===== src/rtl/skinny_uart_pkg.sv =====
// Shared constants for the SKINNY-128-384 UART framing stage.
package skinny_uart_pkg;

    localparam int FRAME_BYTES  = 64;
    localparam int CIPHER_BYTES = 16;

    localparam int RX_CNT_W = $clog2(FRAME_BYTES);
    localparam int TX_CNT_W = $clog2(CIPHER_BYTES);

    // Frame FSM encoding, kept as plain constants so older tools accept it
    typedef logic [1:0] state_t;
    localparam state_t ST_LOAD  = 2'd0;
    localparam state_t ST_START = 2'd1;
    localparam state_t ST_RUN   = 2'd2;
    localparam state_t ST_SEND  = 2'd3;

endpackage


===== src/rtl/skinny_uart_tx_unload.sv =====
// Ciphertext unload: 128-bit shift register streamed MSB-first as 16 bytes
// over a valid/ready handshake.
module skinny_uart_tx_unload
    import skinny_uart_pkg::*;
(
    input  logic         clk_i,
    input  logic         rst_i,
    input  logic         load_i,
    input  logic [127:0] cipher_i,
    input  logic         tx_ready_i,
    output logic [7:0]   tx_data_o,
    output logic         tx_valid_o,
    output logic         last_o
);

    logic [127:0]         shift_q, shift_d;
    logic [TX_CNT_W-1:0]  cnt_q, cnt_d;
    logic                 valid_q, valid_d;
    logic                 last;

    // Load, shift on acceptance, and drop valid after the final byte
    always_comb begin
        shift_d = shift_q;
        cnt_d   = cnt_q;
        valid_d = valid_q;
        last    = 1'b0;
        if (load_i) begin
            shift_d = cipher_i;
            cnt_d   = '0;
            valid_d = 1'b1;
        end else if (valid_q && tx_ready_i) begin
            shift_d = {shift_q[119:0], 8'h00};
            cnt_d   = cnt_q + TX_CNT_W'(1);
            if (cnt_q == TX_CNT_W'(CIPHER_BYTES - 1)) begin
                valid_d = 1'b0;
                last    = 1'b1;
            end
        end
    end

    // State registers with synchronous active-low reset
    always_ff @(posedge clk_i) begin
        if (!rst_i) begin
            shift_q <= '0;
            cnt_q   <= '0;
            valid_q <= 1'b0;
        end else begin
            shift_q <= shift_d;
            cnt_q   <= cnt_d;
            valid_q <= valid_d;
        end
    end

    assign tx_data_o  = shift_q[127:120];
    assign tx_valid_o = valid_q;
    assign last_o     = last;

endmodule


===== src/rtl/skinny_uart_frame.sv =====
// Framing stage: collects a 64-byte request into the SKINNY operand buses,
// starts the core, then returns the 16-byte ciphertext to the transmitter.
module skinny_uart_frame
    import skinny_uart_pkg::*;
#(
    parameter int unsigned TIMEOUT = 1000000
) (
    input  logic         clk_i,
    input  logic         rst_i,
    input  logic [7:0]   rx_data_i,
    input  logic         rx_valid_i,
    output logic [7:0]   tx_data_o,
    output logic         tx_valid_o,
    input  logic         tx_ready_i,
    output logic [127:0] input_o,
    output logic [127:0] key_o,
    output logic [127:0] tweak1_o,
    output logic [127:0] tweak2_o,
    output logic         start_o,
    input  logic         done_i,
    input  logic [127:0] cipher_i,
    output logic         busy_o,
    output logic         overrun_o
);

    localparam int TMR_W = (TIMEOUT > 1) ? $clog2(TIMEOUT + 1) : 1;
    // Expiry is detected one count early so the counter clears exactly
    // TIMEOUT idle cycles after the last byte.
    localparam logic [TMR_W-1:0] TMR_LAST = TMR_W'((TIMEOUT == 0) ? 0 : TIMEOUT - 1);

    state_t               state_q, state_d;
    logic [511:0]         frame_q, frame_d;
    logic [RX_CNT_W-1:0]  rx_cnt_q, rx_cnt_d;
    logic [TMR_W-1:0]     timer_q, timer_d;
    logic                 overrun_q, overrun_d;
    logic                 start_q, busy_q;
    logic                 tx_load;
    logic                 tx_last;

    // Frame assembly, idle timeout and sequencing of the core handshake
    always_comb begin
        state_d   = state_q;
        frame_d   = frame_q;
        rx_cnt_d  = rx_cnt_q;
        timer_d   = timer_q;
        overrun_d = overrun_q;
        tx_load   = 1'b0;
        case (state_q)
            ST_LOAD: begin
                if (rx_valid_i) begin
                    frame_d  = {frame_q[503:0], rx_data_i};
                    rx_cnt_d = rx_cnt_q + RX_CNT_W'(1);
                    timer_d  = '0;
                    if (rx_cnt_q == RX_CNT_W'(FRAME_BYTES - 1)) begin
                        state_d = ST_START;
                    end
                end else if (TIMEOUT != 0 && rx_cnt_q != '0) begin
                    // Stale bytes stay in the frame; a full new frame overwrites them
                    if (timer_q == TMR_LAST) begin
                        rx_cnt_d = '0;
                        timer_d  = '0;
                    end else begin
                        timer_d = timer_q + TMR_W'(1);
                    end
                end
            end
            ST_START: state_d = ST_RUN;
            ST_RUN: begin
                if (done_i) begin
                    tx_load = 1'b1;
                    state_d = ST_SEND;
                end
            end
            ST_SEND: begin
                if (tx_last) begin
                    state_d = ST_LOAD;
                end
            end
            default: state_d = ST_LOAD;
        endcase
        if (rx_valid_i && state_q != ST_LOAD) begin
            overrun_d = 1'b1;
        end
    end

    // State registers; start and busy are registered from the next state
    always_ff @(posedge clk_i) begin
        if (!rst_i) begin
            state_q   <= ST_LOAD;
            frame_q   <= '0;
            rx_cnt_q  <= '0;
            timer_q   <= '0;
            overrun_q <= 1'b0;
            start_q   <= 1'b0;
            busy_q    <= 1'b0;
        end else begin
            state_q   <= state_d;
            frame_q   <= frame_d;
            rx_cnt_q  <= rx_cnt_d;
            timer_q   <= timer_d;
            overrun_q <= overrun_d;
            start_q   <= (state_d == ST_START);
            busy_q    <= (state_d != ST_LOAD);
        end
    end

    skinny_uart_tx_unload u_tx_unload (
        .clk_i      (clk_i),
        .rst_i      (rst_i),
        .load_i     (tx_load),
        .cipher_i   (cipher_i),
        .tx_ready_i (tx_ready_i),
        .tx_data_o  (tx_data_o),
        .tx_valid_o (tx_valid_o),
        .last_o     (tx_last)
    );

    assign input_o   = frame_q[511:384];
    assign key_o     = frame_q[383:256];
    assign tweak1_o  = frame_q[255:128];
    assign tweak2_o  = frame_q[127:0];
    assign start_o   = start_q;
    assign busy_o    = busy_q;
    assign overrun_o = overrun_q;

endmodule


===== config.mk =====
export PLATFORM = sky130hd
export DESIGN_NAME = skinny_uart_frame
export DESIGN_NICKNAME = d
export VERILOG_FILES = /design/src/rtl/skinny_uart_pkg.sv /design/src/rtl/skinny_uart_tx_unload.sv /design/src/rtl/skinny_uart_frame.sv
export SDC_FILE = /design/constraint.sdc
export NUM_CORES = 1
export LEC_CHECK = 0
export ABC_AREA = 1
export ABC_CLOCK_PERIOD_IN_PS = 2050
export CAP_MARGIN = 15
export CELL_PAD_IN_SITES_DETAIL_PLACEMENT = 0
export CELL_PAD_IN_SITES_GLOBAL_PLACEMENT = 1
export CORE_ASPECT_RATIO = 2
export CORE_MARGIN = 5
export CORE_UTILIZATION = 36
export CTS_BUF_LIST = sky130_fd_sc_hd__clkbuf_8
export CTS_CLUSTER_DIAMETER = 150
export DETAILED_ROUTE_END_ITERATION = 10
export PLACE_DENSITY_LB_ADDON = 0.1
export SYNTH_ARGS = -nofsm -noshare
export SYNTH_HDL_FRONTEND = slang
export SYNTH_SLANG_ARGS = --single-unit

===== constraint.sdc =====
create_clock -name clk_i -period 2.05 [get_ports clk_i]
set_input_delay 0.41 -clock clk_i [delete_from_list [all_inputs] [get_ports clk_i]]
set_output_delay 0.41 -clock clk_i [all_outputs]
set_load 0.01 [all_outputs]

======== Yosys cells after proc, flatten, opt, wreduce, memory -nomap -nowiden ========
Cells that the tools add are included.
W data, S select, Z words.
word-level totals
  flip-flop bits (word level) ............. 676
  word-level logic and storage cells ...... 57
cells by class
  add/sub/neg operators ................... 3
  equality and inequality tests ........... 7
  muxes and demuxes ....................... 21
  bitwise logic cells ..................... 1
  reduce and logical (&&, ||, !) cells .... 15
operator list
  operator                 count
  $mux W128                2
  $mux W20                 3
  $add A20 B1 Y20 const B  1
  $eq A20 B20 Y1 const B   1
  $mux W6                  3
  $reduce_bool A2 Y1       6
  $mux W1                  8
  $mux W2                  4
  $pmux W2 S4              1
  $add A6 B1 Y6 const B    1
  $eq A6 B6 Y1 const B     1
  $reduce_and A2 Y1        3
  $reduce_bool A6 Y1       1
  $add A4 B1 Y4 const B    1
  $eq A2 B1 Y1 const B     2
  $eq A2 B2 Y1 const B     2
  $eq A4 B4 Y1 const B     1
  $reduce_and A3 Y1        1
  $logic_and A1 B1 Y1      2
  $logic_not A2 Y1         1
  $reduce_or A2 Y1         1
  $not A1 Y1               1

======== Logic depth before layout (Yosys ltp) ========
Gate-level depths: netlist of run 1.
  depth in word-level cells ............... 7
  depth in mapped cells ................... 11

======== Modules after synthesis ========
Synthesis of run 1 repeated with hierarchy kept, for this count alone.
second synthesis, totals
  cells, all modules ...................... 3454
  area total of the unflattened synthesis .. 25879.8 µm²
modules (own cells, without submodules)
  module                 times used  cells each  area each (µm²)
  skinny_uart_frame      1           2456        19039.5
  skinny_uart_tx_unload  1           998         6840.3

======== Worst setup path before layout of run 1 ========
No wires, ideal clock.
  path type ............................... reg2reg
  from .................................... reg timer_q[0]
  to ...................................... reg timer_q[6]
  arrival time ............................ 1.412 ns
  required time ........................... 1.935 ns
  path slack .............................. 0.524 ns
  stages on the path, launching flop included .. 12
  path buffers ............................ 1
  clock period less this slack ............ 1.526 ns
  cells stage by stage .................... dfxtp_1 ha_1 inv_1 nor2_1 nand2_1 nor2_1 nand2_1 nand2_1 nand2_2 nand2_2 buf_4 nor2_1
on the way
  word-level cells in the longest chain between the ends .. 4
  elaborated cells on any way between the ends .. 5
RTL lines
  what                                               line                                              source
  from (decl)                                        skinny_uart_frame.sv:34                           logic [TMR_W-1:0] timer_q, timer_d;
  from (signal assigned)                             skinny_uart_frame.sv:100                          timer_q <= timer_d;
  $add A20 B1 Y20 or $eq A20 B20 Y1 (tied branches)  skinny_uart_frame.sv:63, skinny_uart_frame.sv:59
  $mux W20 *                                         skinny_uart_frame.sv:59                           if (timer_q == TMR_LAST) begin
  $mux W20 *                                         skinny_uart_frame.sv:57                           end else if (TIMEOUT != 0 && rx_cnt_q != '0) begin
  $mux W20 *                                         skinny_uart_frame.sv:50                           if (rx_valid_i) begin
Mark *: on every way between the ends. The rest lies on a longest branch, timed or not. The select of a mux whose other input is x is not followed.
A chain may end at the register's enable or synchronous reset.

======== Worst setup path in the final report of run 1 ========
  from .................................... reg frame_q[160]
  to ...................................... out tweak1_o[32]
RTL lines
  what                    line                     source
  from (decl)             skinny_uart_frame.sv:32  logic [511:0] frame_q, frame_d;
  from (signal assigned)  skinny_uart_frame.sv:98  frame_q <= frame_d;
  to (decl)               skinny_uart_frame.sv:17  output logic [127:0] tweak1_o,
No word-level cell between the ends.

==> flow_metrics.tcl, run 1 <==
set metrics [dict create \
    worstSetupStartpoint "frame_q[160]" \
    crit_type "reg2out" \
    cts_buffers 99 \
    firstDrtPassIters 5 \
    clock_latency_ns 0.72 \
    cp_num_buf_inv 1 \
    worst-r2r-cell-count 10 \
    sequentialPowerShare_pct 49.4 \
    crit_required_ns 1.64 \
    syn_inst 3195 \
    most-common-layout-cells "nor2_1 (1,078), dfxtp_1 (658), o21ai_0 (541)" \
    internal_power_mw 21.28 \
    layout_setup_ws_ns 0.1142 \
    wl_per_cell_um 18.43 \
    period_share_pct 94.43 \
    path_depth 1 \
    pwr-share-clk_pct 39.3 \
    leakage_nw 15.30 \
    design_area_um2 33820 \
    crit_arrival_ns 1.53 \
    routed_wl_um 87870 \
    synth_seq_cells 676 \
    cp_slowest_cell "dfxtp_1" \
    worstMarginPinSlew_ns 0.6921 \
    path_clk_slew_ns 0.07 \
    syn_area_um2 24480 \
    grt_usage_pct 22.82 \
    final-setup-viol-count 0 \
    crit_path_end_kind "primary output" \
    gr-total-overflow 0 \
    routed_via_density 4.934 \
    crit_fanout 3 \
    reg2reg_from "timer_q[1]" \
    switching_share_pct 26.62 \
    synthToLayoutAreaGrowth_pct 38.13 \
    timing.fmax_ghz 0.5166 \
    start_kind "flip-flop" \
    grt_pass1_wl_um 135500 \
    drv_slew 0 \
    hold_viol 0 \
    cap_violations 0 \
    dieHeight_um 378.8 \
    syn-num-nets 3340 \
    path_cells "dlygate4sd2_1" \
    final_core_util_pct 50.05 \
    min_path_type "in2reg" \
    pwr-share-comb_pct 11.3 \
    grt_pass1_vias 23140 \
    cts-root-buf "clkbuf_8" \
    outcome "complete, no violations" \
    initialDrtViolationCount 1344 \
    clock-sinks 676 \
    p_switching_mw 7.721 \
    io_buffers 664 \
    die_area_um2 73640 \
    rrSetupSlack_ns 0.28 \
    place_ws_ns -0.1932 \
    min_period_ns 1.936 \
    initial_utilization_pct 36.24 \
    avgSynthCellArea_um2 7.663 \
    rr_endpoint "rx_cnt_q[1]" \
    yosysSeqAreaShare_pct 55.28 \
    dp_hpwl_um 61810 \
    yosys_warnings 0 \
    placed_area_um2 32360 \
    drc 0 \
    slowest_delay_ns 0.46 \
    slew_headroom_pct 53.81 \
    cts_max_level 3 \
    power_density_nw_per_um2 857.7 \
    drive_gt1_share_pct 6.994 \
    power_mw 29.00 \
    vdd_ir_drop_max_uv 507.8 \
    worstSetupEndpoint "tweak1_o[32]" \
    finClkSkew_ns 0.02602 \
    cts_tree "built" \
    rows 135 \
    routabilityCongestion 0.8356 \
    cp_top_family "flip-flops" \
    clk_path_buf_depth 3 \
    coreArea_um2 67560 \
    nFillCells 6814 \
    vias 23520 \
    synthDistinctLibCells 26 \
    rsz0062_at_grt "false" \
    ios 665 \
    die_w_um 194.4 \
    nets 3947 \
    ant_nets 0 \
    antenna_found_initial 2 \
    grt_max_degree 78 \
    layout.cells.most_common "nor2_1" \
]
==> sequential cells by signal, indices dropped and copies added, names as in the netlist <==
register and cells:
busy_o 1, state_q 2, u_tx_unload.tx_valid_o 1, frame_q 512
rx_cnt_q 6, timer_q 20, u_tx_unload.cnt_q 4, start_o 1
u_tx_unload.shift_q 128, overrun_o 1
==> metal layers <==
| metal | up-vias | track usage, % | wire, um |
|---|---|---|---|
| li1 | 11630 | - | - |
| met1 | 10900 | 27.07 | 35370 |
| met2 | 849 | 36.82 | 40550 |
| met3 | 141 | 9.724 | 8787 |
| met4 | 0 | 8.696 | 3167 |
| met5 | - | 0 | 0 |
==> synthesized netlist by cell type <==
master       n  share of area [%]
nand3_1     22               0.45
nand3b_1     1              0.031
nand2_2      3              0.077
buf_4        9               0.28
nand4_1      8               0.20
xnor2_1      1              0.036
nor2_2       1              0.026
o21ai_1    102                2.1
buf_2      110                2.2
dfxtp_1    676                 55
nor3_1      12               0.25
ha_1         4               0.20
inv_1       33               0.51
and3_1       1              0.026
xor2_1       8               0.29
clkbuf_1   120                1.8
a31oi_1    118                3.0
o21ai_0    541                 11
clkbuf_2     2              0.041
buf_1        6              0.092
nand2_1    306                4.7
inv_2        4              0.061
nor2_1    1078                 17
nor3b_1      5               0.15
a21oi_1     22               0.45
nor2_4       2              0.092
==> worst reg2reg max path: cells and delay by family, from the launching register on <==
kind / cells / cell delay [ns]
AOI/OAI and AO/OA: 1 / 0.13
buffers and inverters: 1 / 0.07
and+or+nand+nor: 7 / 0.90
adders and majority gates: 1 / 0.19
DFF: 1 / 0.36
==> cells by family (layout without fill, tap and decap cells) <==
| family | Yosys count | after routing | synth area share, % |
|---|---|---|---|
| and+or+nand+nor | 1439 | 1439 | 22.52 |
| AOI/OAI and AO/OA | 783 | 783 | 16.61 |
| DFF | 676 | 676 | 55.28 |
| buffers and inverters | 284 | 964 | 5.065 |
| xor gates and xnor gates | 9 | 9 | 0.3220 |
| adders and majority gates | 4 | 4 | 0.2044 |
| other | 0 | 2 | 0 |
==> power groups by stage <==
stage,logic [mW],clock network [mW],registers (mW)
after detailed placement,3.73,0,14.6
after CTS,3.33,11.8,14.3
after global routing,3.64,12.4,14.4
final,3.28,11.4,14.3
after global placement,3.73,0,14.6
after floorplan,1.27,0,14.8
==> layout make-up <==
type / instances / area (um^2) / area share [%]
sequential: 676 / 13560 / 40.08
multi-input combinational: 2235 / 9717 / 28.73
timing repair buffer: 753 / 7193 / 21.27
clock buffer: 131 / 1803 / 5.332
tap: 890 / 1114 / 3.293
clock inverter: 43 / 277.8 / 0.8214
inverter: 37 / 152.6 / 0.4514
antenna: 2 / 5.005 / 0.01480
==> worst min-delay path by stage <==
stage | slack, ns | to | start | cells after the start
2_1_floorplan | 0.44 | u_tx_unload.shift_q[0] | u_tx_unload.shift_q[0] | 2
3_3_place_gp | 0.45 | u_tx_unload.shift_q[1] | u_tx_unload.shift_q[1] | 2
3_5_place_dp | 0.45 | u_tx_unload.shift_q[6] | u_tx_unload.shift_q[6] | 2
4_1_cts | 0.01 | frame_q[32] | rst_i | 3
5_1_grt | 0.06 | frame_q[32] | rst_i | 3
6_report | 0.09 | frame_q[32] | rst_i | 3
==> through the flow <==
step | cells | setup TNS, ns | hold slack [ns]
after floorplan | 3195 | 0 | 0.4410
after global placement | 4591 | -2.023 | 0.4511
after detailed placement | 4591 | -8.933 | 0.4532
after CTS | 4765 | 0 | 0.01258
after global routing | 4767 | 0 | 0.05841
final | 4767 | 0 | 0.08665
==> what timing repair did <==
| item | in CTS | in global routing |
|---|---|---|
| buffers inserted | 0 | 0 |
| setup endpoints to repair | 524 | 0 |
| hold buffers | 0 | 0 |
| gates resized for setup | 545 | 0 |
Note: power is estimated with default switching activity, not from simulation.
==> inputs of run 2 (changes only) <==
--- a/config.mk
+++ b/config.mk
@@ -16,6 +16,7 @@
 export CTS_BUF_LIST = sky130_fd_sc_hd__clkbuf_8
 export CTS_CLUSTER_DIAMETER = 150
 export DETAILED_ROUTE_END_ITERATION = 10
+export MAX_ROUTING_LAYER = met4
 export PLACE_DENSITY_LB_ADDON = 0.1
 export SYNTH_ARGS = -nofsm -noshare
 export SYNTH_HDL_FRONTEND = slang
==> run 2 against run 1 <==
- power hardly changed
- sequential power hardly changed
- maximum frequency is 0.74% lower
- sequential share of layout area stayed put
- worst setup slack worse by 0.014 ns
- final cell count stayed put
- combinational power hardly changed
- critical endpoint unchanged
==> flow_metrics.tcl, run 2 (same netlist as run 1, synthesis figures left out) <==
set metrics [dict create \
    ctsResizeCount 545 \
    vias 23510 \
    slew_headroom_pct 53.52 \
    cts_buffers 99 \
    leakage_nw 15.30 \
    initial_utilization_pct 36.24 \
    p_switching_mw 7.729 \
    worstMarginPinSlew_ns 0.6964 \
    power_density_nw_per_um2 857.9 \
    most-common-layout-cells "nor2_1 (1,078), dfxtp_1 (658), o21ai_0 (541)" \
    synthToLayoutAreaGrowth_pct 38.13 \
    drv_slew 0 \
    clk_path_buf_depth 3 \
    start_kind "flip-flop" \
    nFillCells 6814 \
    pwr-share-clk_pct 39.3 \
    clock-sinks 676 \
    post_cts_buffers 0 \
    period_share_pct 95.13 \
    ios 665 \
    routed_via_density 4.931 \
    reg_top3 "frame_q: 512 flops, u_tx_unload.shift_q: 128 flops, timer_q: 20 flops" \
    design_area_um2 33820 \
    clock_latency_ns 0.72 \
    crit_fanout 3 \
    cts_tree "built" \
    finClkSkew_ns 0.02762 \
    io_buffers 664 \
    crit_arrival_ns 1.54 \
    stdcell_count 4767 \
    rsz0062_at_grt "false" \
    path_clk_slew_ns 0.06 \
    drc 0 \
    antenna_found_initial 2 \
    placed_area_um2 32360 \
    dieHeight_um 378.8 \
    hold_viol 0 \
    min_period_ns 1.950 \
    cts-root-buf "clkbuf_8" \
    grt_pass1_wl_um 135100 \
    path_cells "dlygate4sd2_1" \
    vdd_ir_drop_max_uv 505.3 \
    coreArea_um2 67560 \
    grt_pass1_vias 23190 \
    rows 135 \
    die_area_um2 73640 \
    die_w_um 194.4 \
    firstDrtPassIters 7 \
    internal_power_mw 21.28 \
    cts_max_level 3 \
    cp_top_family "flip-flops" \
    routed_wl_um 87790 \
    outcome "complete, no violations" \
    regMostFlops "frame_q" \
    dp_hpwl_um 61810 \
    initialDrtViolationCount 1317 \
    ant_nets 0 \
    slowest_delay_ns 0.46 \
    crit_required_ns 1.64 \
    grt_usage_pct 23.46 \
    sequentialPowerShare_pct 49.4 \
    pwr-share-comb_pct 11.3 \
    gr-total-overflow 0 \
    cap_violations 0 \
    nets 3947 \
    timing.fmax_ghz 0.5128 \
    cp_num_buf_inv 1 \
    routabilityCongestion 0.8485 \
    drive_gt1_share_pct 6.994 \
    dp.cells 4591 \
    layout.cells.most_common "nor2_1" \
    cp_slowest_cell "dfxtp_1" \
    final-setup-viol-count 0 \
    holdBufCountCts 0 \
    min_path_type "in2reg" \
    switching_share_pct 26.64 \
    grt_max_degree 78 \
    crit_path_end_kind "primary output" \
    crit_type "reg2out" \
    wl_per_cell_um 18.42 \
    largest_reg_flops 512 \
]
==> run 2: per-stage QoR <==
step / hold slack (ns) / TNS (ns) / setup slack [ns] / power (mW) / util (%)
3_3_place_gp: 0.4511 / -2.023 / -0.1229 / 18.35 / 47.90
5_1_grt: 0.07085 / 0 / 0.02158 / 30.47 / 50.05
3_5_place_dp: 0.4532 / -8.933 / -0.1932 / 18.36 / 47.90
2_1_floorplan: 0.4410 / 0 / 0.5237 / 16.02 / -
6_report: 0.09015 / 0 / 0.09979 / 29.01 / 50.05
4_1_cts: 0.01258 / 0 / 0.001291 / 29.50 / 50.04
==> run 2: power by group through the flow <==
stage	Clock, mW	Combinational, mW	Sequential [mW]
after global placement	0	3.73	14.6
after detailed placement	0	3.73	14.6
after CTS	11.8	3.33	14.3
after floorplan	0	1.27	14.8
final	11.4	3.28	14.3
after global routing	12.4	3.64	14.4
==> run 2: area by class of cell <==
| class | instances | area [um^2] | share of cell area (%) |
|---|---|---|---|
| multi-input cells | 2235 | 9717 | 28.73 |
| well taps | 890 | 1114 | 3.293 |
| diodes | 2 | 5.005 | 0.01480 |
| clock buffers | 131 | 1803 | 5.332 |
| repair buffers | 753 | 7193 | 21.27 |
| inverters | 37 | 152.6 | 0.4514 |
| flip-flops and latches | 676 | 13560 | 40.08 |
| clock inverters | 43 | 277.8 | 0.8214 |
==> run 2: per-layer routing <==
layer / routed length (um) / track usage (%) / vias to the layer above
met3: 8572 / 9.360 / 140
li1: - / - / 11620
met1: 35530 / 27.11 / 10920
met5: 0 / - / -
met4: 3179 / 9.095 / 0
met2: 40510 / 36.80 / 821
==> run 2: worst paths after layout <==
| check | cells past startpoint | slack (ns) | end | start |
|---|---|---|---|---|
| setup / recovery | 1 | 0.1 | tweak1_o[32] | frame_q[160] |
| hold / removal | 3 | 0.09 | frame_q[32] | rst_i |
| setup reg to reg | 10 | 0.27 | rx_cnt_q[1] | timer_q[1] |
| hold reg to reg | 2 | 0.46 | u_tx_unload.shift_q[6] | u_tx_unload.shift_q[6] |
==> inputs of run 3 (changes only) <==
--- a/config.mk
+++ b/config.mk
@@ -6,7 +6,7 @@
 export NUM_CORES = 1
 export LEC_CHECK = 0
 export ABC_AREA = 1
-export ABC_CLOCK_PERIOD_IN_PS = 2050
+export ABC_CLOCK_PERIOD_IN_PS = 2000
 export CAP_MARGIN = 15
 export CELL_PAD_IN_SITES_DETAIL_PLACEMENT = 0
 export CELL_PAD_IN_SITES_GLOBAL_PLACEMENT = 1
@@ -16,8 +16,10 @@
 export CTS_BUF_LIST = sky130_fd_sc_hd__clkbuf_8
 export CTS_CLUSTER_DIAMETER = 150
 export DETAILED_ROUTE_END_ITERATION = 10
+export GPL_TIMING_DRIVEN = 0
 export MAX_ROUTING_LAYER = met4
 export PLACE_DENSITY_LB_ADDON = 0.1
 export SYNTH_ARGS = -nofsm -noshare
 export SYNTH_HDL_FRONTEND = slang
 export SYNTH_SLANG_ARGS = --single-unit
+export TNS_END_PERCENT = 30
==> constraint.sdc (replaced) <==
create_clock -name clk_i -period 2 [get_ports clk_i]
set_input_delay 0.4 -clock clk_i [delete_from_list [all_inputs] [get_ports clk_i]]
set_output_delay 0.4 -clock clk_i [all_outputs]
set_load 0.01 [all_outputs]
==> run 3 against run 2 <==
- sequential power grew 3%
- first-iteration DRC count shrank 28%
- routed wire length grew 7.1%
- power grew 0.98%
- worst hold slack gained 0.15 ns
- highest routed layer unchanged
- clock skew shrank 0.0073 ns
==> flow_metrics.tcl, run 3 (same netlist as run 1, synthesis figures left out) <==
set metrics [dict create \
    outcome "complete, no violations" \
    reg2reg_from "u_tx_unload.tx_valid_o" \
    routed_wl_um 94020 \
    dp_hpwl_um 72610 \
    path_clk_slew_ns 0.07 \
    routed_via_density 4.777 \
    cts_max_level 3 \
    min_path_cells 3 \
    largest_reg_flops 512 \
    placed_area_um2 32230 \
    layout.cells.most_common "nor2_1" \
    cp_slowest_cell "dfxtp_1" \
    min_period_ns 1.905 \
    wl_per_cell_um 19.10 \
    holdBufCountCts 0 \
    design_area_um2 33700 \
    vias 23510 \
    power_density_nw_per_um2 869.4 \
    worstSetupEndpoint "tweak1_o[39]" \
    gr-total-overflow 0 \
    crit_arrival_ns 1.51 \
    grt_max_degree 14 \
    initial_utilization_pct 36.24 \
    crit_fanout 3 \
    firstDrtPassIters 7 \
    start_kind "flip-flop" \
    crit_type "reg2out" \
    ant_nets 0 \
    ios 665 \
    nFillCells 7039 \
    finClkSkew_ns 0.02030 \
    grt_pass1_wl_um 143100 \
    dieHeight_um 378.8 \
    cts_tree "built" \
    path_depth 1 \
    regMostFlops "frame_q" \
    reg_top3 "frame_q: 512 flops, u_tx_unload.shift_q: 128 flops, timer_q: 20 flops" \
    cp_top_family "flip-flops" \
    drc 0 \
    cts_buffers 100 \
    io_buffers 663 \
    drive_gt1_share_pct 7.767 \
    worstSetupStartpoint "frame_q[167]" \
    dp.cells 4748 \
    most-common-layout-cells "nor2_1 (1,077), dfxtp_1 (660), o21ai_0 (541)" \
    initialDrtViolationCount 948 \
    clk_path_buf_depth 3 \
    rrSetupSlack_ns 0.16 \
    slew_headroom_pct 46.69 \
    rsz0062_at_grt "false" \
    grt_pass1_vias 23920 \
    die_area_um2 73640 \
    crit_required_ns 1.60 \
    routabilityCongestion 0.8628 \
    leakage_nw 15.23 \
    final-setup-viol-count 0 \
    final_core_util_pct 49.88 \
    clock_latency_ns 0.74 \
    period_share_pct 95.26 \
    antenna_found_initial 2 \
    rows 135 \
    clock-sinks 676 \
    grt_usage_pct 25.43 \
    slowest_delay_ns 0.42 \
    worstMarginPinSlew_ns 0.7997 \
    min_path_type "in2reg" \
    stdcell_count 4922 \
    rr_endpoint "u_tx_unload.shift_q[120]" \
    hold_viol 0 \
    crit_path_end_kind "primary output" \
    cts-root-buf "clkbuf_8" \
    worst-r2r-cell-count 5 \
    die_w_um 194.4 \
    drv_slew 0 \
    path_cells "dlygate4sd2_1" \
    timing.fmax_ghz 0.5249 \
    cap_violations 0 \
    cp_num_buf_inv 1 \
    nets 4109 \
    vdd_ir_drop_max_uv 668.7 \
    coreArea_um2 67560 \
    synthToLayoutAreaGrowth_pct 37.65 \
]
-- run 3: metal layers --
layer,vias to the layer above,GRT usage (%),wire length [um]
met1,10630,26.05,35330
met4,0,8.431,2845
met3,119,9.910,8853
met5,-,-,0
li1,11990,-,-
met2,777,44.71,47000
-- run 3: how the worst min path moves through the flow --
stage	start	end	slack, ns
finish	cipher_i[0]	u_tx_unload.shift_q[0]	0.24
global route	cipher_i[4]	u_tx_unload.shift_q[4]	0.21
CTS	cipher_i[3]	u_tx_unload.shift_q[3]	0.14
detailed placement	u_tx_unload.shift_q[6]	u_tx_unload.shift_q[6]	0.45
global placement	u_tx_unload.shift_q[1]	u_tx_unload.shift_q[1]	0.45
floorplan	u_tx_unload.shift_q[0]	u_tx_unload.shift_q[0]	0.44
-- run 3: power breakdown --
part / internal [mW] / switching [mW]
Clock: 5.81 / 5.44
Combinational: 1.40 / 1.95
Sequential: 14.1 / 0.574
Total: 21.3 / 7.96
-- run 3: per-stage QoR --
| step | TNS, ns | power, mW | worst slack, ns | hold WS [ns] |
|---|---|---|---|---|
| after floorplan | 0 | 16.42 | 0.4737 | 0.4410 |
| after global routing | 0 | 30.69 | 0.00002376 | 0.2110 |
| after global placement | -355.16 | 18.80 | -0.7658 | 0.4497 |
| after CTS | -0.2322 | 29.72 | -0.1614 | 0.1393 |
| final | 0 | 29.30 | 0.09488 | 0.2410 |
| after detailed placement | -339.38 | 18.78 | -0.7437 | 0.4538 |
-- run 3: final cells by class --
class / count / area (um^2) / area share [%]
Sequential cell: 676 / 13550 / 40.22
Antenna cell: 2 / 5.005 / 0.01485
Inverter: 37 / 147.6 / 0.4381
Timing Repair Buffer: 667 / 6078 / 18.04
Clock buffer: 124 / 1707 / 5.064
Multi-Input combinational cell: 2235 / 9731 / 28.88
Buffer: 247 / 1117 / 3.316
Tap cell: 890 / 1114 / 3.304
Clock inverter: 44 / 246.5 / 0.7314
-- run 3: what timing repair did --
action / in CTS / in global routing
endpoints found under the hold margin: 0 / 0
endpoints found under the setup margin: 985 / 496
buffers inserted: 0 / 4
resized for setup: 584 / 17
gates cloned: 0 / 0
pin swaps: 0 / 2
